## config.mk

```make
export PLATFORM = sky130hd
export DESIGN_NAME = pool_result_writer
export DESIGN_NICKNAME = d
export VERILOG_FILES = /design/src/rtl/cnn_pool_pkg.sv /design/src/rtl/pool_rc_counter.sv /design/src/rtl/pool_result_writer.sv
export SDC_FILE = /design/constraint.sdc
export NUM_CORES = 1
export LEC_CHECK = 0
export BUFFER_PORTS_ARGS = -buffer_cell sky130_fd_sc_hd__buf_2
export CAP_MARGIN = 20
export CORE_MARGIN = 2
export CORE_UTILIZATION = 35
export CTS_CLUSTER_DIAMETER = 150
export DETAILED_ROUTE_END_ITERATION = 16
export GPL_ROUTABILITY_DRIVEN = 0
export SLEW_MARGIN = 0
export SYNTH_ARGS = -nofsm -noshare
export SYNTH_HDL_FRONTEND = slang
export SYNTH_SLANG_ARGS = --single-unit
```

## constraint.sdc

```tcl
create_clock -name clk -period 2.5 [get_ports clk]
set_input_delay 0.25 -clock clk [delete_from_list [all_inputs] [get_ports clk]]
set_output_delay 0.25 -clock clk [all_outputs]
set_load 0.01 [all_outputs]
```

## src/rtl/cnn_pool_pkg.sv

```systemverilog
// Shared types and defaults for the max-pooling stage.
package cnn_pool_pkg;

  // Result-writer control states.
  typedef enum logic [1:0] {
    StIdle,
    StRun,
    StLast
  } pool_state_e;

  // Default pooled output geometry (one channel).
  localparam int unsigned POOL_N_OUT_R = 13;
  localparam int unsigned POOL_N_OUT_C = 13;
  localparam int unsigned POOL_PIXELS  = POOL_N_OUT_R * POOL_N_OUT_C;

endpackage

```

## src/rtl/pool_rc_counter.sv

```systemverilog
// Row/column/linear position tracker for one pooled output channel.
module pool_rc_counter #(
  parameter int unsigned N_OUT_R = 13,
  parameter int unsigned N_OUT_C = 13,
  parameter int unsigned CNT_W   = 10
) (
  input  logic             clk,
  input  logic             rst,
  input  logic             clr,
  input  logic             inc,
  output logic [CNT_W-1:0] row,
  output logic [CNT_W-1:0] col,
  output logic [CNT_W-1:0] lin,
  output logic             last
);

  logic [CNT_W-1:0] row_q, row_d;
  logic [CNT_W-1:0] col_q, col_d;
  logic [CNT_W-1:0] lin_q, lin_d;
  logic             col_max;

  assign col_max = (col_q == CNT_W'(N_OUT_C - 1));
  assign last    = (row_q == CNT_W'(N_OUT_R - 1)) && col_max;

  assign row = row_q;
  assign col = col_q;
  assign lin = lin_q;

  // Next position: clear wins, otherwise advance with column wrap into the next row.
  always_comb begin
    row_d = row_q;
    col_d = col_q;
    lin_d = lin_q;
    if (clr) begin
      row_d = '0;
      col_d = '0;
      lin_d = '0;
    end else if (inc) begin
      lin_d = lin_q + 1'b1;
      if (col_max) begin
        col_d = '0;
        row_d = row_q + 1'b1;
      end else begin
        col_d = col_q + 1'b1;
      end
    end
  end

  // Position registers.
  always_ff @(posedge clk or posedge rst) begin
    if (rst) begin
      row_q <= '0;
      col_q <= '0;
      lin_q <= '0;
    end else begin
      row_q <= row_d;
      col_q <= col_d;
      lin_q <= lin_d;
    end
  end

endmodule

```

## src/rtl/pool_result_writer.sv

```systemverilog
// Stores a stream of pooled pixels into feature-map memory, row-major from a channel base.
module pool_result_writer
  import cnn_pool_pkg::*;
#(
  parameter int unsigned DATA_W  = 8,
  parameter int unsigned ADDR_W  = 10,
  parameter int unsigned N_OUT_R = POOL_N_OUT_R,
  parameter int unsigned N_OUT_C = POOL_N_OUT_C
) (
  input  logic              clk,
  input  logic              rst,
  input  logic              start,
  input  logic              abort,
  input  logic [ADDR_W-1:0] ch_base,
  input  logic              in_valid,
  input  logic [DATA_W-1:0] in_data,
  output logic              in_ready,
  output logic              mem_we,
  output logic [ADDR_W-1:0] mem_addr,
  output logic [DATA_W-1:0] mem_wdata,
  output logic [ADDR_W-1:0] row,
  output logic [ADDR_W-1:0] col,
  output logic              busy,
  output logic              done
);

  pool_state_e       state_q, state_d;
  logic [ADDR_W-1:0] base_q, base_d;
  logic              mem_we_q, mem_we_d;
  logic [ADDR_W-1:0] mem_addr_q, mem_addr_d;
  logic [DATA_W-1:0] mem_wdata_q, mem_wdata_d;
  logic              busy_q, busy_d;
  logic              done_q, done_d;

  logic              beat;
  logic              cnt_clr;
  logic              cnt_inc;
  logic              cnt_last;
  logic [ADDR_W-1:0] lin;

  pool_rc_counter #(
    .N_OUT_R (N_OUT_R),
    .N_OUT_C (N_OUT_C),
    .CNT_W   (ADDR_W)
  ) u_rc_counter (
    .clk  (clk),
    .rst  (rst),
    .clr  (cnt_clr),
    .inc  (cnt_inc),
    .row  (row),
    .col  (col),
    .lin  (lin),
    .last (cnt_last)
  );

  // in_ready is decoded straight from state so a beat is known within the cycle.
  assign in_ready = (state_q == StRun);
  assign beat     = in_valid & in_ready;

  assign mem_we    = mem_we_q;
  assign mem_addr  = mem_addr_q;
  assign mem_wdata = mem_wdata_q;
  assign busy      = busy_q;
  assign done      = done_q;

  // Control FSM and next write-port values; abort outranks a coincident beat.
  always_comb begin
    state_d     = state_q;
    base_d      = base_q;
    cnt_clr     = 1'b0;
    cnt_inc     = 1'b0;
    mem_we_d    = 1'b0;
    mem_addr_d  = mem_addr_q;
    mem_wdata_d = mem_wdata_q;
    done_d      = 1'b0;
    unique case (state_q)
      StIdle: begin
        if (start) begin
          state_d = StRun;
          base_d  = ch_base;
          cnt_clr = 1'b1;
        end
      end
      StRun: begin
        if (abort) begin
          state_d = StIdle;
          cnt_clr = 1'b1;
        end else if (beat) begin
          mem_we_d    = 1'b1;
          mem_addr_d  = base_q + lin;  // wraps modulo 2^ADDR_W
          mem_wdata_d = in_data;
          if (cnt_last) begin
            state_d = StLast;
            done_d  = 1'b1;
          end else begin
            cnt_inc = 1'b1;
          end
        end
      end
      StLast: begin
        state_d = StIdle;
        cnt_clr = 1'b1;
      end
      default: begin
        state_d = StIdle;
        cnt_clr = 1'b1;
      end
    endcase
    busy_d = (state_d != StIdle);
  end

  // State, base latch and registered write port.
  always_ff @(posedge clk or posedge rst) begin
    if (rst) begin
      state_q     <= StIdle;
      base_q      <= '0;
      mem_we_q    <= 1'b0;
      mem_addr_q  <= '0;
      mem_wdata_q <= '0;
      busy_q      <= 1'b0;
      done_q      <= 1'b0;
    end else begin
      state_q     <= state_d;
      base_q      <= base_d;
      mem_we_q    <= mem_we_d;
      mem_addr_q  <= mem_addr_d;
      mem_wdata_q <= mem_wdata_d;
      busy_q      <= busy_d;
      done_q      <= done_d;
    end
  end

endmodule

```

==> flow_summary_export.csv, run 1 <==
group,metric,value,unit
yosys,syn_area_per_cell,9.97,um^2
floorplan,ios,65,
place,placed_cells,528,
global_routing,grt-ovfl-total,0,
worst_hold_path,holdPathEnd,"mem_wdata[0]$_DFFE_PP0P_",
floorplan,coreArea,0.00928,mm^2
timing,setup_viol,0,
yosys,synth_top_area_share,46.8,%
detailed_routing,antenna_left,0,
cts,root_buffer,"clkbuf_8",
cells_and_area,drive_gt1_share,26.9,%
yosys,synthFlopType,"dfrtp_1",
critical_path,worstPathArrival,2.44,ns
global_routing,grt_usage,15.9,%
critical_path,critPathCaptureType,"register",
critical_path,crit_path_start,"u_rc_counter.col[1]$_DFFE_PP0P_",
floorplan,rows,35,
yosys,synth_seq_cells,63,
worst_hold_path,whs_path_depth,3,
critical_path,r2r-end,"u_rc_counter.row[9]$_DFFE_PP0P_",
floorplan,die-height,102,um
timing,fmax,458,MHz
worst_hold_path,worstHoldStart,"in_data[0]",
timing,period_share,87.3,%
detailed_routing,route.detailed.drc,0,
global_routing,antenna_found_initial,0,
worst_hold_path,hp-class,"input port to register",
detailed_routing,drt_iter0_markers,103,
yosys,netlist_area,0.00337,mm^2
timing,report.final.hold_viol_count,0,
critical_path,cp-start-kind,"register",
global_routing,grt_pass1_wl,12.9,mm
cts,cts_made_buffers,9,
cells_and_area,fin_util,43.6,%
cells_and_area,area_growth_syn_to_layout,20.3,%
detailed_routing,wl_per_cell,14.2,um
pwr,sw_frac_of_total,29.4,%
outcome,status,"finished, final reports clean",
cts,clkLatencyLatePin,0.33,ns
yosys,synthMuxAreaShare,4.53,%
cells_and_area,final_cells,545,
timing,fin_ws,0.317,ns
critical_path,path_max_fanout,13,
job,cap_viol_max_count,0,
timing,rsz0062_at_grt,"no",
cells_and_area,nets,449,
yosys,synthAdderAreaFrac,5.79,%
yosys,yosysSeqAreaShare,46.8,%
yosys,ys.warnings.count,0,
place,hpwlAfterDp,5.70,mm
cells_and_area,antenna_cells,0,
yosys,synth_top_family_by_area,"simple AND/OR/NAND/NOR gates",
place,port_buffers,64,
pwr,switching_power,0.786,mW
timing,final.min_clock_period,2.18,ns
timing,whs,0.102,ns
pwr,ir_worst_vdd,227,uV
pwr,clockPowerShare,32.5,%
global_routing,grt_max_degree,29,
pwr,cellLeakagePower,1.94,nW
floorplan,start_util,36.3,%
critical_path,timing.rr.start,"u_rc_counter.col[1]$_DFFE_PP0P_",
floorplan,die_w,102,um
detailed_routing,avgViaCountPerCell,5.06,
place,pre_cts_ws,0.330,ns
detailed_routing,wirelength,7.72,mm
yosys,synth_edf_count,0,
yosys,async_flop_share,100,%
timing,fin_tns_setup,0,ns
floorplan,die-area,0.0104,mm^2
cts,htreeDepth,3,
cts,clk_pin_slew_worst_paths,0.07,ns
critical_path,required,2.76,ns
yosys,syn_inst,338,
timing,slew_headroom,59.4,%
yosys,yosysTopAreaCell,"dfrtp_1",
pwr,p_per_area,659,mW/mm^2
critical_path,ff2ff_setup_slack,0.32,ns
timing,worstMarginPinSlew,0.608,ns
yosys,syn_nets,376,
pwr,p_int,1.88,mW
yosys,synth_xor_area_share,4.16,%
yosys,synth_compound_area_share,15.1,%
yosys,netlist_top_cells_area,"dfrtp_1 47%, nand2_1 7.1%, ha_1 5.2%",
global_routing,grt_pass1_vias,2634,
yosys,yosys.area_share.simple,20.4,%
cts,cts_tree,"built",
pwr,sequentialPowerShare,46.6,%
yosys,synth.distinct_cells,53,
detailed_routing,vias,2755,
pwr,p_comb_share,20.9,%
timing,drv_slew,0,
critical_path,r2r_cells,8,
cts,clkSinkCount,63,
timing,clock_skew,0.00691,ns
critical_path,worst-setup-path-type,"register to register",
detailed_routing,drt_pass1_iterations,4,
cts,clk_path_buf_depth,2,
registers in the layout (all words and copies together) (netlist names):
signal	cells
mem_wdata	8
u_rc_counter.row	10
mem_addr	10
u_rc_counter.lin	10
done	1
state_q	2
busy	1
u_rc_counter.col	10
mem_we	1
base_q	10
layer usage:
layer | GRT usage [%] | up-vias | wire, um
li1 | - | 1344 | -
met1 | 21.4 | 1353 | 3730
met2 | 25.3 | 54 | 3690
met3 | 3.35 | 4 | 248
met4 | 6.46 | 0 | 49
met5 | 0 | - | 0
power groups by stage:
stage               clock (mW)  combinational (mW)  sequential [mW]
global route             0.944               0.636             1.27
floorplan                    0               0.311             1.30
detailed placement           0               0.566             1.27
global placement             0               0.559             1.26
finish                   0.868               0.558             1.25
CTS                      0.900               0.570             1.25
cell usage in the layout (no fill, tap or decap), drive strengths merged, types with 2 or more instances in the layout:
cell type and instances:
a2111o 2, a2111oi 2, a211oi 3, a21oi 20, a311oi 2, a31oi 4, and2 4, and3 6
buf 73, clkbuf 12, clkinv 4, dfrtp 63, ha 14, inv 10, mux2 10, mux2i 4
nand2 64, nand2b 4, nand3 6, nand4 6, nor2 23, nor2b 3, nor3 5, nor4 2
o2111a 3, o2111ai 4, o211ai 2, o21ai 19, o31ai 5, or3 7, or4 2, xnor2 12
xor2 4
area by class of cell:
type	count	area, um^2
clock buffers	12	145
clock inverters	4	45.0
fillers	932	5230
inverters	11	42.5
multi-input cells	252	1680
flip-flops and latches	63	1580
well taps	129	161
repair buffers	74	398
synth_stat cells (2+ instances only):
cell type and instances:
nand2_1 64, nand4_1 5, and3_1 5, o2111a_1 3, ha_1 14, nand3_1 6, a31oi_1 3, o211ai_1 2
a311oi_1 2, nor3_1 5, dfrtp_1 63, o2111ai_1 4, a2111oi_2 2, o21ai_1 5, inv_1 10, or4_1 2
a2111o_1 2, nor2_1 22, o31ai_1 5, and2_1 4, mux2i_1 4, or3_1 7, buf_6 2, xnor2_1 12
nand2b_1 4, mux2_2 10, o21ai_0 14, buf_2 5, clkbuf_1 5, nor2b_1 2, a21oi_1 19, a211oi_1 2
xor2_1 4
what timing repair did:
item / CTS / global route
gates resized for setup: 0 / 0
setup buffers: 0 / 0
endpoints found under the hold margin: 19 / 0
endpoints found under the setup margin: 0 / 0
hold buffers: 1 / 0
critical path, stage by stage, from the launching register on:
cell	delay, ns
dfrtp_1	0.41
inv_1	0.10
ha_1	0.13
nor3b_1	0.24
and3_4	0.33
a31oi_4	0.18
buf_4	0.22
or3_1	0.34
a21oi_1	0.15
cells by family (layout without fill, tap and decap cells):
group | count (synthesis) | count (layout)
multiplexers | 14 | 14
AO/OA/AOI/OAI | 71 | 71
adder cells (fa/ha/maj) | 15 | 15
flip-flops | 63 | 63
AND/OR/NAND/NOR | 136 | 136
buffers and inverters | 23 | 101
XOR/XNOR | 16 | 16
worst max-delay path by stage:
stage                                            to  cells past startpoint
global route        u_rc_counter.row[9]$_DFFE_PP0P_                      8
CTS                 u_rc_counter.row[9]$_DFFE_PP0P_                      8
floorplan                   mem_addr[9]$_DFFE_PP0P_                      6
detailed placement  u_rc_counter.row[9]$_DFFE_PP0P_                      8
global placement            mem_addr[9]$_DFFE_PP0P_                      6
finish              u_rc_counter.row[9]$_DFFE_PP0P_                      8
through the flow:
step                      power, mW  area, um^2
after CTS                      2.72        4050
final                          2.67        4050
after global placement         1.82        3850
after floorplan                1.61        3370
after global routing           2.84        4050
after detailed placement       1.83        3850
No activity file was read; power rests on OpenSTA's default activity.
==> inputs of run 2 (changes only) <==
Settings changed: GPL_ROUTABILITY_DRIVEN 0 to unset, PLACE_DENSITY set to 0.59.
==> run 2 against run 1 <==
  * Via count down 1.1%
  * Register-to-register slack lost 0.04 ns
  * Sequential share of layout area is 0.29 points lower
  * Critical endpoint is now u_rc_counter.row[8]$_DFFE_PP0P_
  * Largest power group unchanged
  * Highest routed layer unchanged
==> flow_summary_export.csv, run 2 (synthesis gave the netlist of run 1 again) <==
group,metric,value,unit
critical_path,crit_chain,"inv_1, ha_1, nor3b_1, and3_4, a31oi_4, or4_1, a21oi_1",
pwr,sw_frac_of_total,28.2,%
cts,htreeDepth,3,
job,cap_viol_max_count,0,
cells_and_area,antenna_cells,0,
timing,worstMarginPinSlew,0.572,ns
cts,cts_tree,"built",
timing,drv_slew,0,
cts,clk_pin_slew_worst_paths,0.08,ns
worst_hold_path,holdPathEnd,"mem_wdata[5]$_DFFE_PP0P_",
global_routing,grt_pass1_wl,13.0,mm
timing,setup_viol,0,
global_routing,grt_pass1_vias,2703,
pwr,ir_worst_vdd,260,uV
place,gp_congestion,0.842,
timing,report.final.hold_viol_count,0,
critical_path,worstPathArrival,2.48,ns
timing,fin_ws,0.281,ns
timing,slew_headroom,61.8,%
floorplan,ios,65,
detailed_routing,top_layer_used,"met4",
global_routing,grt_usage,16.1,%
cts,root_buffer,"clkbuf_8",
critical_path,ff2ff_setup_slack,0.28,ns
critical_path,path_max_fanout,17,
detailed_routing,avgViaCountPerCell,5.04,
pwr,sequentialPowerShare,44.0,%
floorplan,rows,35,
place,pre_cts_ws,0.312,ns
cts,cts_made_buffers,9,
critical_path,worst-setup-path-type,"register to register",
place,port_buffers,64,
worst_hold_path,hp-class,"input port to register",
detailed_routing,route.detailed.drc,0,
global_routing,grt_max_degree,40,
global_routing,grt-ovfl-total,0,
critical_path,timing.rr.start,"u_rc_counter.col[0]$_DFFE_PP0P_",
detailed_routing,drt_iter0_markers,61,
cts,post-cts-setup-buffers,0,
floorplan,coreArea,0.00928,mm^2
cells_and_area,drive_gt1_share,26.7,%
detailed_routing,wl_met3,308,um
worst_hold_path,worstHoldStart,"in_data[5]",
pwr,clockPowerShare,36.5,%
floorplan,die-height,102,um
pwr,power,2.83,mW
global_routing,antenna_found_initial,0,
detailed_routing,antenna_left,0,
cells_and_area,final_cell_mix,"64 x nand2_1, 64 x buf_2, 63 x dfrtp_1",
detailed_routing,drt-met1-wl,3.60,mm
timing,clock_skew,0.0104,ns
timing,fin_tns_setup,0,ns
critical_path,r2r-end,"u_rc_counter.row[8]$_DFFE_PP0P_",
pwr,cellLeakagePower,1.95,nW
cts,clkLatencyLatePin,0.34,ns
cells_and_area,area_growth_syn_to_layout,21.2,%
detailed_routing,wl_per_cell,14.1,um
floorplan,start_util,36.3,%
cts,clkSinkCount,63,
critical_path,required,2.77,ns
pwr,p_comb_share,19.5,%
detailed_routing,wirelength,7.61,mm
cts,clk_path_buf_depth,2,
critical_path,critPathMaxStageDelay,0.55,ns
pwr,p_int,2.04,mW
timing,fmax,451,MHz
critical_path,crit_slowest_cell,"or4_1",
cells_and_area,nets,446,
place,hpwlAfterDp,5.47,mm
worst_hold_path,whs_path_depth,3,
pwr,switching_power,0.799,mW
critical_path,r2r_cells,7,
floorplan,die_w,102,um
floorplan,die-area,0.0104,mm^2
detailed_routing,drt_pass1_iterations,4,
timing,period_share,88.8,%
cells_and_area,regArea,0.00158,mm^2
cells_and_area,multiInputGateArea,0.00168,mm^2
critical_path,critPathCaptureType,"register",
detailed_routing,vias,2725,
critical_path,cp-start-kind,"register",
cells_and_area,fillers,933,
detailed_routing,wl_met2,3.54,mm
timing,rsz0062_at_grt,"no",
outcome,status,"finished, final reports clean",
timing,final.min_clock_period,2.22,ns
pwr,p_per_area,694,mW/mm^2
==> run 2: cell types whose count changed in the layout (fill, tap and decap cells not counted) <==
| cell | delta |
|---|---|
| clkbuf_1 | -2 |
| buf_12 | +1 |
| clkinv_2 | -2 |
| bufinv_16 | +1 |
| buf_4 | -4 |
| clkbuf_8 | +2 |
==> run 2: worst max-delay path: cells and delay by family (launching register included) <==
family | cells | cell delay, ns
adders and majority gates | 1 | 0.13
and+or+nand+nor | 3 | 1.13
AOI/OAI and AO/OA | 2 | 0.36
DFF | 1 | 0.43
buffers and inverters | 1 | 0.07
==> run 2: layout make-up <==
cell class	count	area share, %
clock buffer	12	4.05
multi-input combinational	252	41.2
clock inverter	3	1.59
inverter	11	1.04
timing repair buffer	71	9.50
sequential	63	38.6
tap	129	3.95
==> run 2: worst max-delay path by stage <==
stage	start	endpoint	slack, ns	depth (start not counted)
6_report	u_rc_counter.col[0]$_DFFE_PP0P_	u_rc_counter.row[8]$_DFFE_PP0P_	0.28	7
5_1_grt	u_rc_counter.col[0]$_DFFE_PP0P_	u_rc_counter.row[6]$_DFFE_PP0P_	0.08	7
4_1_cts	u_rc_counter.col[0]$_DFFE_PP0P_	u_rc_counter.row[6]$_DFFE_PP0P_	0.28	7
3_5_place_dp	u_rc_counter.col[0]$_DFFE_PP0P_	u_rc_counter.row[8]$_DFFE_PP0P_	0.31	7
3_3_place_gp	u_rc_counter.lin[3]$_DFFE_PP0P_	mem_addr[9]$_DFFE_PP0P_	0.40	6
2_1_floorplan	u_rc_counter.lin[3]$_DFFE_PP0P_	mem_addr[9]$_DFFE_PP0P_	0.57	6
==> run 2: power groups by stage <==
stage	Combinational, mW	Clock (mW)	Sequential, mW
finish	0.552	1.03	1.25
global route	0.627	1.11	1.27
CTS	0.564	1.07	1.25
global placement	0.556	0	1.26
detailed placement	0.562	0	1.27
floorplan	0.311	0	1.30
==> run 2: stage by stage <==
step	instance area [um^2]	utilization [%]	instances	hold WS, ns
finish	4080	44.0	541	0.100
global route	4080	44.0	541	0.0973
CTS	4080	44.0	541	0.0837
detailed placement	3840	41.4	525	0.346
global placement	3840	41.4	525	0.344
floorplan	3370	-	338	0.355
==> run 2: timing repair <==
| action | in CTS | in global routing |
|---|---|---|
| resized for setup | 0 | 0 |
| endpoints found under the hold margin | 25 | 0 |
| hold buffers | 1 | 0 |
==> run 2: layer usage <==
metal	GRT usage, %	up-vias
met1	21.8	1313
met3	3.01	13
met4	6.87	0
met5	0	-
li1	-	1340
met2	25.3	59
==> inputs of run 3 (changes only) <==
--- a/config.mk
+++ b/config.mk
@@ -9,8 +9,8 @@
 export CAP_MARGIN = 20
 export CORE_MARGIN = 2
-export CORE_UTILIZATION = 35
+export CORE_UTILIZATION = 45
 export CTS_CLUSTER_DIAMETER = 150
 export DETAILED_ROUTE_END_ITERATION = 16
-export PLACE_DENSITY = 0.59
+export PLACE_DENSITY = 0.71
 export SLEW_MARGIN = 0
 export SYNTH_ARGS = -nofsm -noshare
==> constraint.sdc (replaced) <==
create_clock -name clk -period 2.5 [get_ports clk]
set_input_delay 0.25 -clock clk [delete_from_list [all_inputs] [get_ports clk]]
set_output_delay 0.25 -clock clk [all_outputs]
set_load 0.1 [all_outputs]
==> run 3 against run 2 <==
  * Design area is 0.77% lower
  * Maximum frequency is 0.60% lower
  * Critical endpoint unchanged
  * Setup slack worse by 0.013 ns
  * Non-clock buffer count is 1 higher
  * Final cell count is 5.2% lower
  * Critical path type unchanged
  * Clock skew is 0.0018 ns lower
  * Clock power hardly changed
  * Wire length is 4.3% lower
  * Core utilization is 12 points higher
  * Global-route usage is 3.3 points higher
  * Highest routed layer unchanged
  * Register-to-register slack hardly changed
==> flow_summary_export.csv, run 3 (synthesis gave the netlist of run 1 again) <==
group,metric,value,unit
outcome,status,"finished, final reports clean",
place,hpwlAfterDp,5.33,mm
floorplan,die-height,90.5,um
pwr,power,3.55,mW
worst_hold_path,hp-class,"input port to register",
worst_hold_path,worstHoldStart,"in_data[7]",
cells_and_area,area_growth_syn_to_layout,20.2,%
detailed_routing,route.detailed.drc,0,
critical_path,worst-path-stages,7,
cells_and_area,fin_area,0.00405,mm^2
global_routing,grt_max_degree,40,
critical_path,r2r-end,"u_rc_counter.row[8]$_DFFE_PP0P_",
critical_path,ff2ff_setup_slack,0.27,ns
critical_path,path_max_fanout,18,
timing,fin_tns_setup,0,ns
cts,root_buffer,"clkbuf_8",
global_routing,grt-ovfl-total,0,
pwr,p_per_area,877,mW/mm^2
global_routing,grt_pass1_vias,2751,
timing,fin_ws,0.268,ns
detailed_routing,avgViaCountPerCell,5.33,
detailed_routing,wl_per_cell,14.2,um
detailed_routing,antenna_left,0,
critical_path,crit_chain,"inv_1, ha_1, nor3b_1, and3_4, a31oi_4, or4_1, a21oi_1",
timing,period_share,89.3,%
floorplan,start_util,46.4,%
floorplan,die_w,90.5,um
pwr,cellLeakagePower,1.95,nW
cts,htreeDepth,3,
cts,clk_path_buf_depth,2,
cts,clkSinkCount,63,
place,pre_cts_ws,0.264,ns
critical_path,crit_family,"simple AND/OR/NAND/NOR gates",
critical_path,cp-start-kind,"register",
timing,clock_skew,0.00856,ns
cells_and_area,antenna_cells,0,
timing,rsz0062_at_grt,"no",
critical_path,worst-setup-path-type,"register to register",
timing,fmax,448,MHz
timing,setup_viol,0,
timing,worstMarginPinSlew,0.593,ns
cells_and_area,multiInputGateArea,0.00168,mm^2
place,port_buffers,64,
place,gp_congestion,0.859,
critical_path,critPathMaxStageDelay,0.56,ns
timing,slew_headroom,60.4,%
critical_path,crit_slowest_cell,"or4_1",
cells_and_area,fillers,653,
critical_path,worstPathArrival,2.51,ns
cells_and_area,drive_gt1_share,27.1,%
timing,drv_slew,0,
cells_and_area,nets,447,
pwr,ir_worst_vdd,457,uV
cts,cts_tree,"built",
floorplan,ios,65,
cts,clkLatencyLatePin,0.35,ns
critical_path,required,2.77,ns
floorplan,die-area,0.00819,mm^2
detailed_routing,wirelength,7.28,mm
global_routing,grt_usage,19.4,%
critical_path,timing.rr.start,"u_rc_counter.col[0]$_DFFE_PP0P_",
worst_hold_path,holdPathEnd,"mem_wdata[7]$_DFFE_PP0P_",
cells_and_area,regArea,0.00158,mm^2
critical_path,r2r_cells,7,
place,placed_area,0.00380,mm^2
cts,clk_pin_slew_worst_paths,0.07,ns
worst_hold_path,whs_path_depth,3,
global_routing,grt_pass1_wl,12.9,mm
job,cap_viol_max_count,0,
global_routing,antenna_found_initial,0,
detailed_routing,drt_pass1_iterations,4,
floorplan,coreArea,0.00725,mm^2
timing,report.final.hold_viol_count,0,
detailed_routing,vias,2733,
timing,final.min_clock_period,2.23,ns
cts,cts_made_buffers,9,
cts,post_cts_resized,0,
detailed_routing,drt_iter0_markers,170,
cells_and_area,final_cell_mix,"64 x nand2_1, 64 x buf_2, 63 x dfrtp_1",
critical_path,critPathCaptureType,"register",
floorplan,rows,31,
critical_path,critPathBufInv,1,
==> run 3: cell count changes in the layout (fill, tap and decap cells not counted), sizes merged <==
cell	change
buf	+1
clkinvlp	+1
==> run 3: cell type report <==
class | instances | area share, %
clock buffers | 12 | 4.08
clock inverters | 4 | 1.88
inverters | 11 | 1.05
multi-input cells | 252 | 41.6
flip-flops and latches | 63 | 38.9
well taps | 99 | 3.06
repair buffers | 72 | 9.45
==> run 3: timing repair <==
| item | 4_1_cts | 5_1_grt |
|---|---|---|
| hold buffers | 1 | 0 |
| hold endpoints to repair | 13 | 0 |
| buffers inserted | 0 | 0 |
==> run 3: report_power, final <==
group	total [mW]	internal (mW)	switching, mW
clock network	1.05	0.644	0.404
logic	1.26	0.240	1.02
registers	1.25	1.16	0.0875
==> run 3: worst max-delay path by stage <==
stage / from / slack [ns] / to
5_1_grt: u_rc_counter.col[1]$_DFFE_PP0P_ / 0.09 / u_rc_counter.row[3]$_DFFE_PP0P_
6_report: u_rc_counter.col[0]$_DFFE_PP0P_ / 0.27 / u_rc_counter.row[8]$_DFFE_PP0P_
3_5_place_dp: u_rc_counter.col[1]$_DFFE_PP0P_ / 0.26 / u_rc_counter.row[8]$_DFFE_PP0P_
4_1_cts: u_rc_counter.col[1]$_DFFE_PP0P_ / 0.26 / u_rc_counter.row[8]$_DFFE_PP0P_
3_3_place_gp: u_rc_counter.col[0]$_DFFE_PP0P_ / 0.39 / u_rc_counter.row[3]$_DFFE_PP0P_
2_1_floorplan: u_rc_counter.col[0]$_DFFE_PP0P_ / 0.03 / u_rc_counter.lin[9]$_DFFE_PP0P_
==> run 3: through the flow <==
stage / util, % / cells / hold WS [ns]
after floorplan: - / 338 / 0.355
after global placement: 52.4 / 496 / 0.223
after detailed placement: 52.4 / 496 / 0.222
after CTS: 55.8 / 513 / 0.0799
after global routing: 55.8 / 513 / 0.0875
final: 55.8 / 513 / 0.0876
==> run 3: tightest hold or removal path: cells and delay by family <==
family	cells	cell delay, ns
buffers and inverters	1	0.07
and+or+nand+nor	2	0.09
==> run 3: metal layers <==
metal | share of wire [%] | global-route usage, % | routed length, um | vias to the layer above
met4 | 1.1 | 6.28 | 78 | 0
met1 | 45 | 25.5 | 3290 | 1319
met5 | 0 | 0 | 0 | -
li1 | - | - | - | 1339
met3 | 5.2 | 4.76 | 379 | 8
met2 | 48 | 31.5 | 3520 | 67
